$ cat config.mk
export PLATFORM = sky130hd
export DESIGN_NAME = simon_led_player
export DESIGN_NICKNAME = d
export VERILOG_FILES = /design/src/rtl/simon_led_player.sv
export SDC_FILE = /design/constraint.sdc
export NUM_CORES = 1
export LEC_CHECK = 0
export BUFFER_PORTS_ARGS = -buffer_cell sky130_fd_sc_hd__buf_2
export CAP_MARGIN = 20
export CORE_ASPECT_RATIO = 0.7
export CORE_UTILIZATION = 65
export CTS_CLUSTER_SIZE = 30
export DETAILED_ROUTE_END_ITERATION = 8
export PLACE_DENSITY = 0.89
export SLEW_MARGIN = 0
export SYNTH_ARGS = -nofsm -noshare
export SYNTH_HDL_FRONTEND = slang
export SYNTH_SLANG_ARGS = --single-unit
$ cat constraint.sdc
create_clock -name clock_signal -period 6.08 [get_ports clock_signal]
set_input_delay 0.912 -clock clock_signal [delete_from_list [all_inputs] [get_ports clock_signal]]
set_output_delay 0.912 -clock clock_signal [all_outputs]
set_load 0.1 [all_outputs]
$ cat src/rtl/simon_led_player.sv
// rtl/simon_led_player.sv - turns a one-cycle play request into a timed one-hot LED flash
// Optional speaker tone generator enabled by defining SIMON_TONE_EN.
module simon_led_player #(
    parameter int ON_CYCLES     = 25_000_000,
    parameter int GAP_CYCLES    = 12_500_000,
    parameter int CNT_W         = 26,
    parameter int TONE_BASE_DIV = 28_409
) (
    input  logic       clock_signal,
    input  logic       reset_n_signal,
    input  logic       play_pulse,
    input  logic [1:0] play_color,
    output logic       busy,
    output logic [3:0] led_out,
`ifdef SIMON_TONE_EN
    output logic       tone_out,
`endif
    output logic       done_pulse
);

    typedef enum logic [1:0] {
        IDLE = 2'd0,
        ON   = 2'd1,
        GAP  = 2'd2
    } state_t;

    localparam logic [CNT_W-1:0] ON_LAST  = CNT_W'(ON_CYCLES - 1);
    localparam logic [CNT_W-1:0] GAP_LAST = CNT_W'((GAP_CYCLES == 0) ? 0 : GAP_CYCLES - 1);

    state_t           state;
    logic [CNT_W-1:0] cnt;
    logic [1:0]       color_q;
    logic             on_last;

    assign on_last = (cnt == ON_LAST);

    // Requests are only looked at in IDLE, so anything arriving mid-flash is dropped.
    always_ff @(posedge clock_signal or negedge reset_n_signal) begin
        if (!reset_n_signal) begin
            state      <= IDLE;
            cnt        <= '0;
            color_q    <= 2'd0;
            busy       <= 1'b0;
            led_out    <= 4'b0000;
            done_pulse <= 1'b0;
        end else begin
            done_pulse <= 1'b0;
            case (state)
                IDLE: begin
                    if (play_pulse) begin
                        color_q <= play_color;
                        state   <= ON;
                        busy    <= 1'b1;
                        led_out <= 4'b0001 << play_color;
                        cnt     <= '0;
                    end
                end
                ON: begin
                    if (on_last) begin
                        cnt     <= '0;
                        led_out <= 4'b0000;
                        if (GAP_CYCLES == 0) begin
                            state      <= IDLE;
                            busy       <= 1'b0;
                            done_pulse <= 1'b1;
                        end else begin
                            state <= GAP;
                        end
                    end else begin
                        cnt <= cnt + 1'b1;
                    end
                end
                GAP: begin
                    if (cnt == GAP_LAST) begin
                        cnt        <= '0;
                        state      <= IDLE;
                        busy       <= 1'b0;
                        done_pulse <= 1'b1;
                    end else begin
                        cnt <= cnt + 1'b1;
                    end
                end
                default: begin
                    state   <= IDLE;
                    cnt     <= '0;
                    busy    <= 1'b0;
                    led_out <= 4'b0000;
                end
            endcase
        end
    end

`ifdef SIMON_TONE_EN
    // Half-period shrinks with colour index so colour 3 is the highest pitch.
    logic [31:0] tone_cnt;
    logic [31:0] tone_half;

    assign tone_half = 32'(TONE_BASE_DIV) * (32'd4 - {30'd0, color_q});

    always_ff @(posedge clock_signal or negedge reset_n_signal) begin
        if (!reset_n_signal) begin
            tone_cnt <= '0;
            tone_out <= 1'b0;
        end else if (state == ON && !on_last) begin
            if (tone_cnt == tone_half - 32'd1) begin
                tone_cnt <= '0;
                tone_out <= ~tone_out;
            end else begin
                tone_cnt <= tone_cnt + 32'd1;
            end
        end else begin
            tone_cnt <= '0;
            tone_out <= 1'b0;
        end
    end
`endif

endmodule

==> impl_results.md <==
- Slowest CP cell: or4_4
- N_diodes: 0
- Main combinational cell family by area after synthesis: simple AND/OR/NAND/NOR gates
- Flop pwr share: 0.353
- Hold-fix buffers, CTS: 0
- Fmax: 334 MHz
- Clock tree sinks: 34
- Switching share of power: 0.452
- Hold Startpoint: led_out[2]$_DFFE_PN0P_
- Initial Util: 0.690
- GRT Util Overall: 0.316
- Comb pwr share: 0.408
- TritonCTS clock tree: yes
- Clk network pwr share: 0.239
- Mux share of post-synthesis cell area: 0.0206
- Clock Tree Root: clkbuf_8
- Yosys top cell area share: 0.389
- Largest net degree at the start of global routing: 35
- Commonest register cell after synthesis: dfrtp_1
- Hold depth: 1
- Worst IR Drop VDD: 0.284 mV
- DR WL/cell: 16.9 µm
- Top cells by area, synth: dfrtp_1 (39%), nand2_1 (8.9%), o221ai_1 (5.2%), nand3_1 (3.2%), nor4_1 (2.6%)
- Tcrit/Tclk final: 0.492
- Switch Pwr: 336 µW
- DR vias: 1990
- Top-count cell post-synth: nand2_1
- Cell-internal power: 408 µW
- Sequence of cells on the critical path: or4_4 > nor4_1 > a31oi_2 > buf_4 > or3_1 > mux2_2
- Maxcap violations: 0
- Fraction of layout instances using a drive strength above 1: 0.120
- Post-cts resize count: 0
- Worst path top cell family by delay: simple AND/OR/NAND/NOR gates
- Core Util, Final: 0.734
- Synth Area per Inst: 8.62 µm²
- Min-delay worst type: flop to flop
- Sequential fraction of the synthesis area: 0.389
- Cell taking the most area after synthesis: dfrtp_1
- Area Overhead vs Synth: 6.23%
- Buffer depth of the longest clock path: 2
- Clk pin slew, worst setup/hold paths: 70 ps
- R2r endpoint: led_out[1]$_DFFE_PN0P_
- ANT nets after route: 0
- Async S/R FF share, synth: 1.00
- Yosys reg bits: 34
- Grt ovf: 0
- Final Hold Fails: 0
- Die Area: 3610 µm²
- Synth Area in Simple Gates: 0.317
- Final HPWL DP: 3400 µm
- Synth top cells by count: nand2_1 (52), dfrtp_1 (34), nand3_1 (14), clkbuf_1 (13), o221ai_1 (13)
- Hold_ws: 506 ps
- Skew-Pair Late Insertion Delay: 290 ps
- DRT Pass-1 Iters: 4
- Pwr per Cell Area: 320 nW/µm²
- Die Ht: 50.5 µm
- XOR/XNOR Fraction of Synth Area: 0.0200
- Placed Cells: 287
- I/O Pins: 11
- Adder-cell area share of the yosys netlist: 0.0229
- Slew Limit Fails: 0
- Vias per cell: 6.72
- Fin crit period: 2990 ps
- Fin Setup TNS: 0 ps
- Number of synthesized flops with an enable pin: 0
- Core Area: 3170 µm²
- Mapped Area: 2190 µm²
- Num rows: 17
- Die X: 71.4 µm
- Iter 0 DRT Violations: 128
- First-pass GRT wire length: 8740 µm
- # nets final: 266
- Worst Setup End Kind: flop
- Vias in the first global route: 1787
- Final Skew: 6.69 ps
- CTS buffer count: 5
- CP Launch Point: cnt[7]$_DFFE_PN0P_
- WP buf/inv: 1
- Final Routed Wirelength: 5010 µm
- RSZ-0062 raised after global routing: no
- # H-tree levels: 2
- Unique cell type count in the Yosys netlist: 42
- DR DRC count: 0
- Worst endpoint data arrival time: 3170 ps
- CP Data Required Time: 6260 ps
- Mapped Cells: 254
- Final Wtd Congestion: 0.882
- Startpoint types: flop
- Initial antenna violation count: 0
- I/O Buffers: 10
- Post-CTS Setup Bufs: 0
- CP max stage delay: 570 ps
- Hold EP: led_out[2]$_DFFE_PN0P_
- FF-to-FF setup slack: 3090 ps
- Syn. warnings: 0
- Final setup violating endpoints: 0
- Status: complete, no violations
- Synth Net Count: 263
- Critical path class: flop to flop
- R2r worst-path depth: 6
- Slew margin rel.: 0.498
- Worst-Margin Slew: 753 ps
- Worst R2R Start: cnt[7]$_DFFE_PN0P_
- Leakage: 0.000969 µW
- Post-synthesis compound-gate area fraction: 0.172
- Final Instance Count excl. Fillers: 296
- Critical path fanouts, max: 21
-- stage by stage --
step | setup slack (ps) | area (µm²) | total power [µW]
after floorplan | 3460 | 2190 | 504
after global placement | 2940 | 2220 | 562
after detailed placement | 2880 | 2220 | 568
after CTS | 2870 | 2310 | 742
after global routing | 2900 | 2320 | 774
final | 3090 | 2320 | 745
-- per-layer routing --
layer | vias to the layer above | wire, µm | track usage
li1 | 953 | - | -
met5 | - | 0 | 0
met4 | 0 | 91 | 0.113
met2 | 70 | 2180 | 0.444
met3 | 11 | 300 | 0.0602
met1 | 956 | 2440 | 0.481
-- worst register-to-register path: stages, from the launching register on --
cell and delay (ps):
dfrtp_1 470, or4_4 570, nor4_1 510, a31oi_2 260, buf_4 280, or3_1 470, mux2_2 310
-- power groups by stage --
stage / Sequential, µW / Clock, µW / Combinational, µW
after floorplan: 381 / 0 / 123
after global placement: 266 / 0 / 296
after detailed placement: 267 / 0 / 301
after CTS: 263 / 178 / 301
after global routing: 266 / 187 / 321
final: 263 / 178 / 304
-- layout make-up --
type,instances,area (µm²)
clock buffers,7,86.3
clock inverters,1,5.00
fillers,229,845
inverters,8,30.0
multi-input cells,194,1220
flip-flops and latches,34,851
well taps,38,47.5
repair buffers,14,87.6
-- state kept, by name (all words and copies together) (netlist names) --
signal	count
busy	1
cnt	26
done_pulse	1
led_out	4
state	2
-- kinds of logic (layout without fill, tap and decap cells) --
logic type | after synthesis | after routing
multiplexers | 4 | 4
XOR/XNOR | 5 | 5
AND/OR/NAND/NOR | 134 | 134
AO/OA/AOI/OAI | 47 | 47
adder cells (fa/ha/maj) | 4 | 4
buffers and inverters | 26 | 30
flip-flops | 34 | 34
-- layout by cell type, fill, tap and decap left out, types with 2 or more instances in the layout --
master | synthesis | routed
o211ai_1 | 5 | 5
dfrtp_1 | 34 | 34
o21a_1 | 2 | 2
inv_1 | 8 | 8
or4_1 | 4 | 4
o31a_1 | 3 | 3
nand2_1 | 52 | 52
nor3b_1 | 5 | 5
o32a_1 | 3 | 3
o21ai_0 | 7 | 7
mux2_2 | 4 | 4
or3_1 | 3 | 3
and2_1 | 5 | 5
nor2b_1 | 4 | 3
xor2_1 | 2 | 2
nand3_1 | 14 | 14
and4_1 | 3 | 3
o2111ai_1 | 6 | 6
nor2_1 | 9 | 9
o221ai_1 | 13 | 13
xnor2_1 | 3 | 3
nor3_1 | 7 | 7
nand4_1 | 8 | 8
and3_1 | 5 | 5
buf_4 | 0 | 3
a21boi_0 | 2 | 2
buf_2 | 1 | 10
clkbuf_8 | 0 | 6
nor4_1 | 9 | 9
ha_1 | 4 | 4
-- worst max-delay path by stage --
stage | slack (ps) | endpoint | cells past startpoint
6_report | 3090 | led_out[1]$_DFFE_PN0P_ | 6
5_1_grt | 2900 | led_out[3]$_DFFE_PN0P_ | 6
4_1_cts | 2870 | cnt[24]$_DFFE_PN0P_ | 5
3_5_place_dp | 2880 | cnt[24]$_DFFE_PN0P_ | 5
3_3_place_gp | 2940 | cnt[24]$_DFFE_PN0P_ | 5
2_1_floorplan | 3460 | busy$_DFFE_PN0P_ | 7
No activity file was read; power rests on OpenSTA's default activity.
